--- src/rtl/avalon_st_pkt_pkg.sv ---
// Shared types and helpers for the Avalon-ST packet generator.
// Imported by the top and by the beat-pattern builder.
package avalon_st_pkt_pkg;

    typedef enum logic [1:0] {
        StIdle,
        StSend,
        StGap,
        StDone
    } state_t;

    typedef enum logic {
        PatIncr  = 1'b0,
        PatConst = 1'b1
    } pattern_t;

    // Beats needed to carry a packet; a zero length is treated as one byte.
    function automatic int unsigned beats_for_len(input int unsigned len,
                                                  input int unsigned bytes);
        int unsigned eff_len;
        eff_len = (len == 0) ? 1 : len;
        return (eff_len + bytes - 1) / bytes;
    endfunction

endpackage

--- src/rtl/avalon_st_beat_pattern.sv ---
// Combinational beat builder: fills one data word with the payload pattern,
// first symbol in the top byte, symbols past the valid count driven to zero.
module avalon_st_beat_pattern
    import avalon_st_pkt_pkg::*;
#(
    parameter int unsigned WIDTH = 64,
    parameter int unsigned BYTES = WIDTH / 8,
    parameter int unsigned LEN_W = 16,
    parameter int unsigned VB_W  = 4
) (
    input  logic [15:0]      pkt_idx_i,
    input  logic [LEN_W-1:0] byte_off_i,
    input  pattern_t         mode_i,
    input  logic [7:0]       seed_i,
    input  logic [VB_W-1:0]  valid_bytes_i,
    output logic [WIDTH-1:0] data_o
);

    logic [7:0] base;

    // Only the low byte of the sum matters: all pattern arithmetic is mod 256.
    assign base = 8'(32'(seed_i) + 32'(pkt_idx_i) + 32'(byte_off_i));

    always_comb begin
        data_o = '0;
        for (int unsigned i = 0; i < BYTES; i++) begin
            if (i < 32'(valid_bytes_i)) begin
                data_o[WIDTH-1-8*i -: 8] = (mode_i == PatConst) ? seed_i : base + 8'(i);
            end
        end
    end

endmodule

--- src/rtl/avalon_st_pkt_gen.sv ---
// Avalon-ST packet generator: runs of fixed-length packets with a selectable
// payload pattern, programmable inter-packet gap and ready backpressure.
module avalon_st_pkt_gen
    import avalon_st_pkt_pkg::*;
#(
    parameter int unsigned WIDTH       = 64,
    parameter int unsigned BYTES       = WIDTH / 8,
    parameter int unsigned EMPTY_WIDTH = $clog2(WIDTH / 8),
    parameter int unsigned LEN_W       = 16,
    parameter int unsigned GAP_W       = 8
) (
    input  logic                   clk,
    input  logic                   rst,
    input  logic                   start,
    input  logic [LEN_W-1:0]       pkt_len,
    input  logic [15:0]            pkt_count,
    input  logic [GAP_W-1:0]       gap,
    input  logic                   mode,
    input  logic [7:0]             seed,
    output logic [WIDTH-1:0]       data,
    output logic                   valid,
    input  logic                   ready,
    output logic                   sop,
    output logic                   eop,
    output logic [EMPTY_WIDTH-1:0] empty,
    output logic                   busy,
    output logic                   done,
    output logic [15:0]            pkts_sent
);

    localparam int unsigned VB_W = EMPTY_WIDTH + 1;

    if ((WIDTH % 8) != 0 || WIDTH < 16) begin : g_width_check
        $error("WIDTH must be a multiple of 8 and at least 16");
    end

    state_t                 state_q, state_d;
    logic [LEN_W-1:0]       nb_q, nb_d;
    logic [EMPTY_WIDTH-1:0] last_empty_q, last_empty_d;
    logic [15:0]            count_q, count_d;
    logic [GAP_W-1:0]       gap_q, gap_d;
    pattern_t               mode_q, mode_d;
    logic [7:0]             seed_q, seed_d;
    logic [GAP_W-1:0]       gap_cnt_q, gap_cnt_d;
    logic [LEN_W-1:0]       beat_idx_q, beat_idx_d;
    logic [15:0]            pkts_sent_q, pkts_sent_d;
    logic                   valid_q, valid_d;
    logic                   sop_q, sop_d;
    logic                   eop_q, eop_d;
    logic [EMPTY_WIDTH-1:0] empty_q, empty_d;
    logic [WIDTH-1:0]       data_q, data_d;
    logic                   busy_q, busy_d;
    logic                   done_q, done_d;

    logic [LEN_W-1:0]       start_len_eff;
    logic [LEN_W-1:0]       start_nb;
    logic [EMPTY_WIDTH-1:0] start_last_empty;

    // Parameters of the beat to be presented next, valid when load_beat is set.
    logic                   load_beat;
    logic                   clear_beat;
    logic [LEN_W-1:0]       nxt_idx;
    logic [LEN_W-1:0]       nxt_off;
    logic [15:0]            nxt_pkt;
    pattern_t               nxt_mode;
    logic [7:0]             nxt_seed;
    logic [LEN_W-1:0]       nxt_nb;
    logic [EMPTY_WIDTH-1:0] nxt_last_empty;
    logic                   nxt_eop;
    logic [VB_W-1:0]        vbytes;
    logic [WIDTH-1:0]       pat_data;

    assign start_len_eff    = (pkt_len == '0) ? LEN_W'(1) : pkt_len;
    assign start_nb         = LEN_W'(beats_for_len(32'(pkt_len), BYTES));
    assign start_last_empty = EMPTY_WIDTH'(32'(start_nb) * BYTES - 32'(start_len_eff));
    assign nxt_off          = LEN_W'(32'(nxt_idx) * BYTES);

    always_comb begin
        state_d        = state_q;
        nb_d           = nb_q;
        last_empty_d   = last_empty_q;
        count_d        = count_q;
        gap_d          = gap_q;
        mode_d         = mode_q;
        seed_d         = seed_q;
        gap_cnt_d      = gap_cnt_q;
        beat_idx_d     = beat_idx_q;
        pkts_sent_d    = pkts_sent_q;
        valid_d        = valid_q;
        sop_d          = sop_q;
        eop_d          = eop_q;
        empty_d        = empty_q;
        busy_d         = busy_q;
        done_d         = 1'b0;
        load_beat      = 1'b0;
        clear_beat     = 1'b0;
        nxt_idx        = beat_idx_q;
        nxt_pkt        = pkts_sent_q;
        nxt_mode       = mode_q;
        nxt_seed       = seed_q;
        nxt_nb         = nb_q;
        nxt_last_empty = last_empty_q;

        unique case (state_q)
            StIdle: begin
                if (start) begin
                    count_d      = pkt_count;
                    gap_d        = gap;
                    mode_d       = pattern_t'(mode);
                    seed_d       = seed;
                    nb_d         = start_nb;
                    last_empty_d = start_last_empty;
                    pkts_sent_d  = '0;
                    busy_d       = 1'b1;
                    if (pkt_count == '0) begin
                        state_d = StDone;
                        done_d  = 1'b1;
                    end else begin
                        // Latched copies are not visible yet, so build from the inputs.
                        state_d        = StSend;
                        load_beat      = 1'b1;
                        nxt_idx        = '0;
                        nxt_pkt        = '0;
                        nxt_mode       = pattern_t'(mode);
                        nxt_seed       = seed;
                        nxt_nb         = start_nb;
                        nxt_last_empty = start_last_empty;
                    end
                end
            end
            StSend: begin
                if (valid_q && ready) begin
                    if (eop_q) begin
                        pkts_sent_d = pkts_sent_q + 16'd1;
                        if (pkts_sent_q + 16'd1 == count_q) begin
                            state_d    = StDone;
                            done_d     = 1'b1;
                            clear_beat = 1'b1;
                        end else if (gap_q != '0) begin
                            state_d    = StGap;
                            gap_cnt_d  = gap_q;
                            clear_beat = 1'b1;
                        end else begin
                            load_beat = 1'b1;
                            nxt_idx   = '0;
                            nxt_pkt   = pkts_sent_q + 16'd1;
                        end
                    end else begin
                        load_beat = 1'b1;
                        nxt_idx   = beat_idx_q + LEN_W'(1);
                    end
                end
            end
            StGap: begin
                if (gap_cnt_q == GAP_W'(1)) begin
                    state_d   = StSend;
                    load_beat = 1'b1;
                    nxt_idx   = '0;
                end else begin
                    gap_cnt_d = gap_cnt_q - GAP_W'(1);
                end
            end
            StDone: begin
                state_d = StIdle;
                busy_d  = 1'b0;
            end
            default: begin
                state_d = StIdle;
            end
        endcase

        nxt_eop = (nxt_idx == nxt_nb - LEN_W'(1));
        vbytes  = nxt_eop ? VB_W'(BYTES) - VB_W'(nxt_last_empty) : VB_W'(BYTES);

        if (load_beat) begin
            beat_idx_d = nxt_idx;
            valid_d    = 1'b1;
            sop_d      = (nxt_idx == '0);
            eop_d      = nxt_eop;
            empty_d    = nxt_eop ? nxt_last_empty : '0;
        end else if (clear_beat) begin
            valid_d = 1'b0;
            sop_d   = 1'b0;
            eop_d   = 1'b0;
            empty_d = '0;
        end
    end

    avalon_st_beat_pattern #(
        .WIDTH(WIDTH),
        .BYTES(BYTES),
        .LEN_W(LEN_W),
        .VB_W (VB_W)
    ) u_beat_pattern (
        .pkt_idx_i    (nxt_pkt),
        .byte_off_i   (nxt_off),
        .mode_i       (nxt_mode),
        .seed_i       (nxt_seed),
        .valid_bytes_i(vbytes),
        .data_o       (pat_data)
    );

    always_comb begin
        data_d = data_q;
        if (load_beat) begin
            data_d = pat_data;
        end else if (clear_beat) begin
            data_d = '0;
        end
    end

    always_ff @(posedge clk or posedge rst) begin
        if (rst) begin
            state_q      <= StIdle;
            nb_q         <= '0;
            last_empty_q <= '0;
            count_q      <= '0;
            gap_q        <= '0;
            mode_q       <= PatIncr;
            seed_q       <= '0;
            gap_cnt_q    <= '0;
            beat_idx_q   <= '0;
            pkts_sent_q  <= '0;
            valid_q      <= 1'b0;
            sop_q        <= 1'b0;
            eop_q        <= 1'b0;
            empty_q      <= '0;
            data_q       <= '0;
            busy_q       <= 1'b0;
            done_q       <= 1'b0;
        end else begin
            state_q      <= state_d;
            nb_q         <= nb_d;
            last_empty_q <= last_empty_d;
            count_q      <= count_d;
            gap_q        <= gap_d;
            mode_q       <= mode_d;
            seed_q       <= seed_d;
            gap_cnt_q    <= gap_cnt_d;
            beat_idx_q   <= beat_idx_d;
            pkts_sent_q  <= pkts_sent_d;
            valid_q      <= valid_d;
            sop_q        <= sop_d;
            eop_q        <= eop_d;
            empty_q      <= empty_d;
            data_q       <= data_d;
            busy_q       <= busy_d;
            done_q       <= done_d;
        end
    end

    assign data      = data_q;
    assign valid     = valid_q;
    assign sop       = sop_q;
    assign eop       = eop_q;
    assign empty     = empty_q;
    assign busy      = busy_q;
    assign done      = done_q;
    assign pkts_sent = pkts_sent_q;

endmodule

--- config.mk ---
export PLATFORM = sky130hd
export DESIGN_NAME = avalon_st_pkt_gen
export DESIGN_NICKNAME = d
export VERILOG_FILES = /design/src/rtl/avalon_st_pkt_pkg.sv /design/src/rtl/avalon_st_beat_pattern.sv /design/src/rtl/avalon_st_pkt_gen.sv
export SDC_FILE = /design/constraint.sdc
export NUM_CORES = 1
export LEC_CHECK = 0
export ABC_AREA = 0
export CAP_MARGIN = 20
export CORE_UTILIZATION = 41
export CTS_BUF_LIST = sky130_fd_sc_hd__clkbuf_8
export DETAILED_ROUTE_END_ITERATION = 16
export PLACE_DENSITY_LB_ADDON = 0.05
export SYNTH_ARGS = -nofsm -noshare
export SYNTH_HDL_FRONTEND = slang
export SYNTH_SLANG_ARGS = --single-unit
--- constraint.sdc ---
create_clock -name clk -period 6.5 [get_ports clk]
set_clock_uncertainty 0.1 [all_clocks]
set_input_delay 0.65 -clock clk [delete_from_list [all_inputs] [get_ports clk]]
set_output_delay 0.65 -clock clk [all_outputs]
set_load 0.03 [all_outputs]
Word level (Yosys, flattened, before mapping). Index checks and enable logic that the tools add are counted.

Register bits: 165. Logic and storage cells: 165.

Multiplexer cells: 94. Magnitude comparators: 8. Reduce and logical (&&, ||, !) cells: 15. Add/sub/neg operators: 17. Eq/ne operators: 14.

Operators with widths (count): two-way mux 8 bit (30); two-way mux 16 bit (14); two-way mux 64 bit (2); logical NOT 16 bit (3); one-hot mux 16 bit (3 select lines) (1); adder 16 x 1 -> 16 bit (second input constant) (2); adder 8 x 3 -> 8 bit (second input constant) (4); == test 16 bit (2); one-hot mux 16 bit (2 select lines) (1); one-hot mux 8 bit (2 select lines) (2); two-way mux 1 bit (25); two-way mux 3 bit (7); subtractor 17 x 1 -> 18 bit (second input constant) (1); adder 16 x 4 -> 17 bit (second input constant) (1); adder 8 x 2 -> 8 bit (second input constant) (2); adder 8 bit (2); less-than comparator 3 x 4 -> 1 bit (first input constant) (4); subtractor 16 x 1 -> 16 bit (second input constant) (1); two-way mux 2 bit (7); != test 2 bit (second input constant) (7); adder 8 x 1 -> 8 bit (second input constant) (1); == test 8 x 1 -> 1 bit (second input constant) (1); less-than comparator 1 x 4 -> 1 bit (first input constant) (2); less-than comparator 2 x 4 -> 1 bit (first input constant) (2); other kinds (18) (24).

Longest topological paths before layout. Gate-level depths: netlist of run 1.

Depth in word-level cells: 13. Gate-level depth with buffers: 29. Mapped depth without buffers: 28.

By module. From an unflattened synthesis of run 1, not the netlist that was laid out.

Cell total of the unflattened synthesis: 1364. Area total of the unflattened synthesis: 11478.5 µm².

By module, submodules not included: avalon_st_pkt_gen (area an instance 9633.0 µm², cells an instance 1093, instances 1); avalon_st_beat_pattern (area an instance 1845.5 µm², cells an instance 271, instances 1).

Least setup slack after synthesis of run 1. OpenSTA, ideal clock, no wires.

Kind: flip-flop to flip-flop. Start point: reg pkts_sent_q[1] (netlist: pkts_sent[1]). End point: reg data_q[47] (netlist: data[47]). Buffers on the path: 1. Required time: 6.263 ns. Arrival: 5.762 ns. Setup slack: 0.501 ns. Period minus slack after synthesis: 5.999 ns. Stages on the path, launching flop included: 27. Cell sequence: dfrtp_1 -> ha_1 -> buf_4 -> nand4_4 -> nor4_1 -> or3b_2 -> o2111ai_1 -> nor4b_2 -> nand2_1 -> nand2_1 -> nor3_1 -> a31oi_1 -> or2_2 -> nand2_1 -> o21ai_0 -> fa_1 -> ha_1 -> inv_1 -> o21bai_1 -> a21oi_1 -> xnor2_1 -> nand4_1 -> inv_1 -> nand2_1 -> xnor2_1 -> o21ai_0 -> o21ai_0.

Word-level cells in the longest chain between the ends: 12.

RTL lines: start, declared (line avalon_st_pkt_gen.sv:46) `logic [15:0] pkts_sent_q, pkts_sent_d;`; start signal, assigned (line avalon_st_pkt_gen.sv:241) `pkts_sent_q <= pkts_sent_d;`; adder 16 x 1 -> 16 bit (line avalon_st_pkt_gen.sv:146) `nxt_pkt = pkts_sent_q + 16'd1;`; == test 16 bit / two-way mux 8 bit (equally long branches) (line avalon_st_pkt_gen.sv:135, avalon_st_pkt_gen.sv:139); two-way mux 8 bit (line avalon_st_pkt_gen.sv:135) `if (pkts_sent_q + 16'd1 == count_q) begin`; two-way mux 8 bit (line avalon_st_pkt_gen.sv:133) `if (eop_q) begin`; two-way mux 8 bit (line avalon_st_pkt_gen.sv:132) `if (valid_q && ready) begin`; one-hot mux 8 bit (2 select lines) (line avalon_st_pkt_gen.sv:104) `unique case (state_q)`; adder 8 bit (2 in a row) (line avalon_st_beat_pattern.sv:22) `assign base = 8'(32'(seed_i) + 32'(pkt_idx_i) + 32'(byte_off_i));`; adder 8 x 2 -> 8 bit (line avalon_st_beat_pattern.sv:28) `data_o[WIDTH-1-8*i -: 8] = (mode_i == PatConst) ? seed_i : base + 8'(i);`; two-way mux 8 bit (line avalon_st_beat_pattern.sv:28); two-way mux 8 bit (line avalon_st_beat_pattern.sv:27) `if (i < 32'(valid_bytes_i)) begin`; two-way mux 64 bit (line avalon_st_pkt_gen.sv:205) `if (load_beat) begin`; end signal, assigned (line avalon_st_pkt_gen.sv:246) `data_q <= data_d;`; end, declared (line avalon_st_pkt_gen.sv:51) `logic [WIDTH-1:0] data_q, data_d;`.

Parallel ways exist; a longest one is shown, timed or not. A chain may end at the register's enable or synchronous reset.

Worst setup path after layout of run 1.
Start point: reg pkts_sent_q[2] (netlist: pkts_sent[2]). End point: reg data_q[7] (netlist: data[7]).

RTL lines: adder 16 x 1 -> 16 bit (*) (line avalon_st_pkt_gen.sv:146); == test 16 bit (*) (line avalon_st_pkt_gen.sv:135); two-way mux 16 bit (*) (line avalon_st_pkt_gen.sv:135); two-way mux 16 bit (*) (line avalon_st_pkt_gen.sv:133); two-way mux 16 bit (*) (line avalon_st_pkt_gen.sv:132); one-hot mux 16 bit (3 select lines) (*) (line avalon_st_pkt_gen.sv:104); named net nxt_idx[2] (line avalon_st_pkt_gen.sv:62) `logic [LEN_W-1:0] nxt_idx;`; adder 8 bit / == test 16 bit (equally long branches) (line avalon_st_beat_pattern.sv:22, avalon_st_pkt_gen.sv:172); adder 8 x 3 -> 8 bit / two-way mux 4 bit (equally long branches) (line avalon_st_beat_pattern.sv:28, avalon_st_pkt_gen.sv:173); two-way mux 8 bit / less-than comparator 3 x 4 -> 1 bit (equally long branches) (line avalon_st_beat_pattern.sv:28, avalon_st_beat_pattern.sv:27); two-way mux 8 bit (*) (line avalon_st_beat_pattern.sv:27); two-way mux 64 bit (*) (line avalon_st_pkt_gen.sv:205).

The timed path passes the listed nets; every way through them passes the cells marked *.

==> flow_results.xml, run 1 <==
<?xml version="1.0" encoding="UTF-8"?>
<metrics>
  <group name="run_status">
    <metric name="status" unit="">completed</metric>
  </group>
  <group name="final_layout">
    <metric name="area_growth_syn_to_layout" unit="%">21.6</metric>
    <metric name="num_antenna_cells" unit="">0</metric>
    <metric name="layout.nets" unit="">1532</metric>
    <metric name="layout_commonest_cell" unit="">nand2_1</metric>
    <metric name="layout.cells.most_common_list" unit="">nand2_1 (305), o21ai_0 (195), dfrtp_1 (164)</metric>
    <metric name="n_fill_cell" unit="">2518</metric>
    <metric name="final_area" unit="sq mm">0.0129</metric>
    <metric name="layout-drive-gt1-share" unit="%">7.13</metric>
  </group>
  <group name="routing">
    <metric name="per_cell_routed_wire_length" unit="microns">17.8</metric>
    <metric name="drt_drc_violations_left" unit="">0</metric>
    <metric name="antenna_left" unit="">0</metric>
    <metric name="drt_pre_antenna_iters" unit="">5</metric>
    <metric name="drt_iter0_drcs" unit="">714</metric>
    <metric name="vias" unit="">9817</metric>
    <metric name="total_routed_wirelength" unit="microns">31800</metric>
    <metric name="via_per_inst" unit="">5.49</metric>
  </group>
  <group name="cts">
    <metric name="max-clock-path-buffers" unit="">2</metric>
    <metric name="tritoncts" unit="">done</metric>
    <metric name="post_cts.resized_instances" unit="">0</metric>
    <metric name="ctsHtreeMaxLevel" unit="">4</metric>
    <metric name="clk_root_buffer_cell" unit="">clkbuf_8</metric>
    <metric name="numClockSinks" unit="">164</metric>
    <metric name="number_of_clock_buffers_inserted_by_tritoncts" unit="">17</metric>
    <metric name="post-cts-setup-buffers" unit="">0</metric>
    <metric name="cts.clk_slew.worst_paths" unit="ps">110</metric>
    <metric name="holdBufCountCts" unit="">0</metric>
    <metric name="clk-insertion-delay-late" unit="ps">470</metric>
  </group>
  <group name="power">
    <metric name="power.density_cell_area" unit="mW/mm^2">486</metric>
    <metric name="pwr-share-clk" unit="%">12.5</metric>
    <metric name="power.switching" unit="mW">3.11</metric>
    <metric name="vdd.ir_drop.worst" unit="mV">0.277</metric>
    <metric name="power.share.switching" unit="%">49.5</metric>
    <metric name="pwr-share-comb" unit="%">60.1</metric>
    <metric name="leak_pwr" unit="nW">5.47</metric>
    <metric name="internal-power" unit="mW">3.17</metric>
    <metric name="seqPwrFrac" unit="%">27.5</metric>
  </group>
  <group name="sta">
    <metric name="timing.setup.tns" unit="ps">0</metric>
    <metric name="max_slew.worst_pin.slew" unit="ps">839</metric>
    <metric name="setup_viol_count_final" unit="">0</metric>
    <metric name="max-slew-margin-rel" unit="%">42.5</metric>
    <metric name="timing.final.crit_period" unit="ps">5860</metric>
    <metric name="rsz0062_at_grt" unit="">no</metric>
    <metric name="finalHoldViolations" unit="">0</metric>
    <metric name="finalMaxSlewViolations" unit="">0</metric>
    <metric name="layout_worst_path_cycle_share" unit="%">90.1</metric>
    <metric name="max_freq" unit="MHz">171</metric>
  </group>
  <group name="synth">
    <metric name="yosys-top-cells-area" unit="">dfrtp_1 (39%), nand2_1 (11%), o21ai_0 (9.2%)</metric>
    <metric name="synth.largest_area_cell" unit="">dfrtp_1</metric>
    <metric name="seq_area_frac_synth" unit="%">38.7</metric>
    <metric name="synthArstFlopShare" unit="%">100</metric>
    <metric name="synth_top_flop_cell" unit="">dfrtp_1</metric>
    <metric name="synthDominantCellAreaShare" unit="%">38.7</metric>
    <metric name="yosysWarningCount" unit="">0</metric>
    <metric name="postSynthRegisterBits" unit="">164</metric>
    <metric name="net_count_of_the_mapped_netlist" unit="">1400</metric>
    <metric name="syn-instance-count" unit="">1314</metric>
    <metric name="netlist-cell-type-count" unit="">73</metric>
    <metric name="synth_enable_flop_cells" unit="">0</metric>
    <metric name="mappedNetlistArea" unit="sq mm">0.0106</metric>
    <metric name="synth_area_per_cell" unit="sq um">8.07</metric>
  </group>
  <group name="global_route">
    <metric name="grtUsageTotal" unit="%">24.7</metric>
    <metric name="grt_antenna_before_repair" unit="">0</metric>
    <metric name="grt_pass1_wl" unit="microns">51000</metric>
    <metric name="grt-ovfl-total" unit="">0</metric>
    <metric name="grt_max_degree" unit="">69</metric>
    <metric name="first_global_vias" unit="">9222</metric>
  </group>
  <group name="worst_setup_path">
    <metric name="crit_type" unit="">flop to flop</metric>
    <metric name="timing.reg2reg.setup_slack" unit="ps">640</metric>
    <metric name="cp_data_arrival_time" unit="ps">6150</metric>
    <metric name="crit_path_end_kind" unit="">flop</metric>
    <metric name="cp_data_required_time" unit="ps">6800</metric>
    <metric name="path_max_fanout" unit="">11</metric>
    <metric name="worstSetupStartpointType" unit="">flop</metric>
  </group>
  <group name="hold_path">
    <metric name="hold_path_class" unit="">flop to flop</metric>
  </group>
  <group name="placed_design">
    <metric name="postPlaceCellArea" unit="sq mm">0.0125</metric>
    <metric name="dp_hpwl" unit="microns">23300</metric>
    <metric name="io_buffer_count" unit="">140</metric>
    <metric name="gp_congestion" unit="">0.899</metric>
  </group>
  <group name="die">
    <metric name="die_x" unit="microns">163</metric>
    <metric name="die_area" unit="sq mm">0.0265</metric>
    <metric name="core_area" unit="sq mm">0.0253</metric>
    <metric name="die_h" unit="microns">163</metric>
    <metric name="num_rows" unit="">58</metric>
    <metric name="start_util" unit="%">42.0</metric>
    <metric name="ioPinCount" unit="">141</metric>
  </group>
  <group name="job">
    <metric name="maxCapViolations" unit="">0</metric>
  </group>
</metrics>
-- power by group through the flow --
stage,registers (mW),logic [mW],clock network (mW)
after floorplan,2.05,2.17,0
after global placement,1.74,3.75,0
after detailed placement,1.75,3.77,0
after CTS,1.73,3.78,0.805
after global routing,1.78,4.16,0.846
final,1.72,3.77,0.782
-- Yosys cell counts (28+ instances only) --
library cell	number
inv_1	34
xnor2_1	67
nor2_1	81
nand3_1	30
nor3_1	31
o21ai_0	195
clkbuf_1	53
a21oi_1	56
nand2_1	305
ha_1	28
xor2_1	39
dfrtp_1	164
-- per-stage QoR --
stage / hold slack [ps] / worst slack, ps / util [%] / power (mW) / cells
after CTS: 387 / 701 / 51.1 / 6.31 / 1788
after floorplan: 345 / 501 / - / 4.23 / 1314
final: 384 / 643 / 51.1 / 6.27 / 1789
after detailed placement: 363 / 215 / 49.4 / 5.52 / 1756
after global placement: 357 / 354 / 49.4 / 5.49 / 1756
after global routing: 411 / 194 / 51.1 / 6.78 / 1789
-- final cells by class --
class | instances | area, sq um | area share, %
clock buffer | 17 | 234 | 1.81
clock inverter | 15 | 179 | 1.39
inverter | 34 | 133 | 1.03
multi-input combinational | 1048 | 6120 | 47.4
sequential | 164 | 4100 | 31.8
tap | 330 | 413 | 3.20
timing repair buffer | 181 | 1720 | 13.3
-- registers in the layout (all words and copies together) (netlist names) --
register and cells:
data 64, beat_idx_q 16, count_q 16, pkts_sent 16, nb_q 14, gap_cnt_q 8
gap_q 8, seed_q 8, empty 3, last_empty_q 3, state_q 2, busy 1
done 1, eop 1, mode_q 1, sop 1, valid 1
-- cell families (layout without fill, tap and decap cells) --
logic type	Yosys count	in the layout	share of synthesized area [%]
xor gates and xnor gates	106	106	8.75
muxes	14	14	1.35
and+or+nand+nor	555	555	24.6
adders and majority gates	33	33	4.25
AOI/OAI and AO/OA	340	340	18.5
buffers and inverters	102	247	3.80
DFF	164	164	38.7
-- path summary, 6_finish.rpt --
kind / startpoint / end / depth (start not counted)
min in group asynchronous: rst / pkts_sent[15] / 2
hold / removal: busy / busy / 2
setup / recovery: pkts_sent[2] / data[7] / 19
max in group asynchronous: rst / beat_idx_q[9] / 3
hold reg to reg: busy / busy / 2
setup reg to reg: pkts_sent[2] / data[7] / 19
-- metal layers --
metal / part of all wire (%) / track usage, %
met5: 0 / 0
met2: 47 / 40.2
met3: 4.4 / 3.26
met1: 47 / 34.5
met4: 1.7 / 6.07
-- critical path, cell delays in order (launching register included) --
cell       delay, ps
dfrtp_1          580
nand3_1          250
nor2_1           500
xor2_1           190
o2111ai_1        160
nor4b_2          630
buf_4            250
nand4_1          230
a31oi_1          610
fa_1             510
ha_1             360
a21o_1           170
a21oi_1          170
xnor2_1          150
xnor2_1          160
xnor2_1          140
buf_4            210
xor2_1           150
o21ai_0           80
o21ai_0          190
Note: power is estimated with default switching activity, not from simulation.
==> inputs of run 2 (changes only) <==
- CORE_UTILIZATION: 41 -> 58
==> flow_results.xml, run 2 (synthesis gave the netlist of run 1 again) <==
<?xml version="1.0" encoding="UTF-8"?>
<metrics>
  <group name="run_status">
    <metric name="status" unit="">completed</metric>
  </group>
  <group name="cts">
    <metric name="post-cts-setup-buffers" unit="">0</metric>
    <metric name="tritoncts" unit="">done</metric>
    <metric name="max-clock-path-buffers" unit="">2</metric>
    <metric name="numClockSinks" unit="">164</metric>
    <metric name="clk-insertion-delay-late" unit="ps">480</metric>
    <metric name="cts.clk_slew.worst_paths" unit="ps">90</metric>
    <metric name="clk_root_buffer_cell" unit="">clkbuf_8</metric>
    <metric name="number_of_clock_buffers_inserted_by_tritoncts" unit="">17</metric>
    <metric name="post_cts.resized_instances" unit="">0</metric>
    <metric name="ctsHtreeMaxLevel" unit="">4</metric>
    <metric name="holdBufCountCts" unit="">0</metric>
  </group>
  <group name="die">
    <metric name="num_rows" unit="">49</metric>
    <metric name="die_x" unit="microns">137</metric>
    <metric name="core_area" unit="sq mm">0.0180</metric>
    <metric name="start_util" unit="%">59.0</metric>
    <metric name="ioPinCount" unit="">141</metric>
    <metric name="die_area" unit="sq mm">0.0188</metric>
    <metric name="die_h" unit="microns">137</metric>
  </group>
  <group name="worst_setup_path">
    <metric name="cp_data_required_time" unit="ps">6730</metric>
    <metric name="reg2regPathDepth" unit="">27</metric>
    <metric name="crit_family" unit="">simple AND/OR/NAND/NOR gates</metric>
    <metric name="crit_path_end_kind" unit="">flop</metric>
    <metric name="number_of_cells_on_the_critical_path" unit="">20</metric>
    <metric name="critical-path-max-stage-delay" unit="ps">700</metric>
    <metric name="timing.critical_path.buf_inv" unit="">1</metric>
    <metric name="path_max_fanout" unit="">9</metric>
    <metric name="cp_data_arrival_time" unit="ps">6170</metric>
    <metric name="crit_path_top_delay_cell" unit="">nor4_2</metric>
    <metric name="crit_type" unit="">input port to flop</metric>
    <metric name="timing.critical_path.cells" unit="">clkdlybuf4s50_1 -&gt; nor4_1 -&gt; and4_1 -&gt; a21oi_1 -&gt; ha_1 -&gt; nor2b_1 -&gt; nor2b_1 -&gt; xnor2_1 -&gt; nand2_1 -&gt; o21ai_0 -&gt; ha_1 -&gt; o211a_1 -&gt; nand2b_1 -&gt; or3b_2 -&gt; nor4_2 -&gt; xnor2_1 -&gt; nor3_1 -&gt; nand4_4 -&gt; nor4_2 -&gt; o21ai_0</metric>
    <metric name="timing.reg2reg.setup_slack" unit="ps">560</metric>
    <metric name="worstSetupStartpointType" unit="">input port</metric>
  </group>
  <group name="final_layout">
    <metric name="multi_input_area" unit="sq mm">0.00613</metric>
    <metric name="final_area" unit="sq mm">0.0127</metric>
    <metric name="layout.cells.most_common_list" unit="">nand2_1 (305), o21ai_0 (195), dfrtp_1 (164)</metric>
    <metric name="layout-drive-gt1-share" unit="%">6.95</metric>
    <metric name="largest_register_ffs" unit="">64</metric>
    <metric name="seqCellArea" unit="sq mm">0.00410</metric>
    <metric name="layout.nets" unit="">1527</metric>
    <metric name="num_antenna_cells" unit="">0</metric>
    <metric name="area_growth_syn_to_layout" unit="%">20.1</metric>
    <metric name="layout_commonest_cell" unit="">nand2_1</metric>
    <metric name="n_fill_cell" unit="">1497</metric>
  </group>
  <group name="routing">
    <metric name="drt_drc_violations_left" unit="">0</metric>
    <metric name="total_routed_wirelength" unit="microns">29100</metric>
    <metric name="via_per_inst" unit="">5.94</metric>
    <metric name="vias" unit="">10002</metric>
    <metric name="drt_iter0_drcs" unit="">847</metric>
    <metric name="per_cell_routed_wire_length" unit="microns">17.3</metric>
    <metric name="antenna_left" unit="">0</metric>
    <metric name="drt_pre_antenna_iters" unit="">6</metric>
  </group>
  <group name="global_route">
    <metric name="first_global_vias" unit="">9088</metric>
    <metric name="grt_pass1_wl" unit="microns">46600</metric>
    <metric name="grt_max_degree" unit="">99</metric>
    <metric name="grt_antenna_before_repair" unit="">0</metric>
    <metric name="grt-ovfl-total" unit="">0</metric>
    <metric name="grtUsageTotal" unit="%">32.1</metric>
  </group>
  <group name="sta">
    <metric name="finalMaxSlewViolations" unit="">0</metric>
    <metric name="max_slew.worst_pin.slew" unit="ps">923</metric>
    <metric name="rsz0062_at_grt" unit="">no</metric>
    <metric name="layout_worst_path_cycle_share" unit="%">91.4</metric>
    <metric name="finalHoldViolations" unit="">0</metric>
    <metric name="timing.final.crit_period" unit="ps">5940</metric>
    <metric name="max_freq" unit="MHz">168</metric>
    <metric name="max-slew-margin-rel" unit="%">38.5</metric>
    <metric name="timing.setup.tns" unit="ps">0</metric>
    <metric name="setup_viol_count_final" unit="">0</metric>
  </group>
  <group name="hold_path">
    <metric name="hold_path_class" unit="">flop to flop</metric>
    <metric name="whs_path_depth" unit="">2</metric>
  </group>
  <group name="placed_design">
    <metric name="gp_congestion" unit="">0.921</metric>
    <metric name="io_buffer_count" unit="">140</metric>
    <metric name="dp_hpwl" unit="microns">20900</metric>
    <metric name="postPlaceCellArea" unit="sq mm">0.0123</metric>
  </group>
  <group name="power">
    <metric name="vdd.ir_drop.worst" unit="mV">0.354</metric>
    <metric name="power.density_cell_area" unit="mW/mm^2">491</metric>
    <metric name="leak_pwr" unit="nW">5.44</metric>
    <metric name="post_layout_power" unit="mW">6.25</metric>
  </group>
  <group name="job">
    <metric name="maxCapViolations" unit="">0</metric>
  </group>
</metrics>
-- run 2: cell count changes in the layout (fill, tap and decap cells not counted), sizes merged --
| cell | delta |
|---|---|
| clkinv | -3 |
| bufinv | +1 |
| buf | -5 |
| inv | +1 |
| clkinvlp | +1 |
-- run 2: worst register-to-register path, stage by stage, from the launching register on --
cell and delay, ps:
dfrtp_1 530, ha_2 340, nand4_4 180, nor4_4 360
xnor2_1 120, or4_1 580, nor4b_4 290, buf_4 220
a211oi_1 90, buf_4 190, xnor2_1 140, nor2_1 160
ha_1 200, ha_1 170, inv_1 50, fa_1 420
inv_1 70, a21oi_1 60, o21bai_1 220, a21o_1 160
a21oi_1 80, xnor2_1 190, xnor2_1 100, xnor2_1 150
buf_4 170, xor2_1 160, o21ai_0 230, o21ai_0 110
-- run 2: layer usage --
| metal | vias up | part of all wire, % | track usage (%) |
|---|---|---|---|
| met3 | 65 | 6.3 | 6.07 |
| met5 | - | 0 | 0 |
| met1 | 4741 | 45 | 44.8 |
| met2 | 384 | 46 | 49.5 |
| met4 | 0 | 2.6 | 12.1 |
| li1 | 4812 | - | - |
-- run 2: final timing paths --
kind / start / endpoint
max: pkt_len[9] / data[56]
min: last_empty_q[1] / last_empty_q[1]
max reg2reg: pkts_sent[0] / data[39]
min reg2reg: last_empty_q[1] / last_empty_q[1]
max in group asynchronous: rst / data[2]
min in group asynchronous: rst / count_q[11]
-- run 2: cell type report --
class	instances	area share [%]
Multi-Input combinational cell	1048	48.1
Sequential cell	164	32.2
Timing Repair Buffer	176	13.2
Tap cell	229	2.25
Clock buffer	17	1.84
Clock inverter	15	1.30
Inverter	34	1.04
-- run 2: power breakdown --
group	leakage (nW)	switching, mW	internal (mW)
Clock	0.196	0.448	0.322
Sequential	2.07	0.296	1.42
Combinational	3.17	2.30	1.46
Total	5.44	3.05	3.20
-- run 2: per-stage QoR --
step	hold WS (ps)	setup slack (ps)	cells	util, %
final	383	559	1683	70.9
after global routing	406	65.2	1683	70.9
after CTS	385	553	1682	70.8
after detailed placement	362	148	1650	68.6
after global placement	356	330	1650	68.6
after floorplan	345	501	1314	-
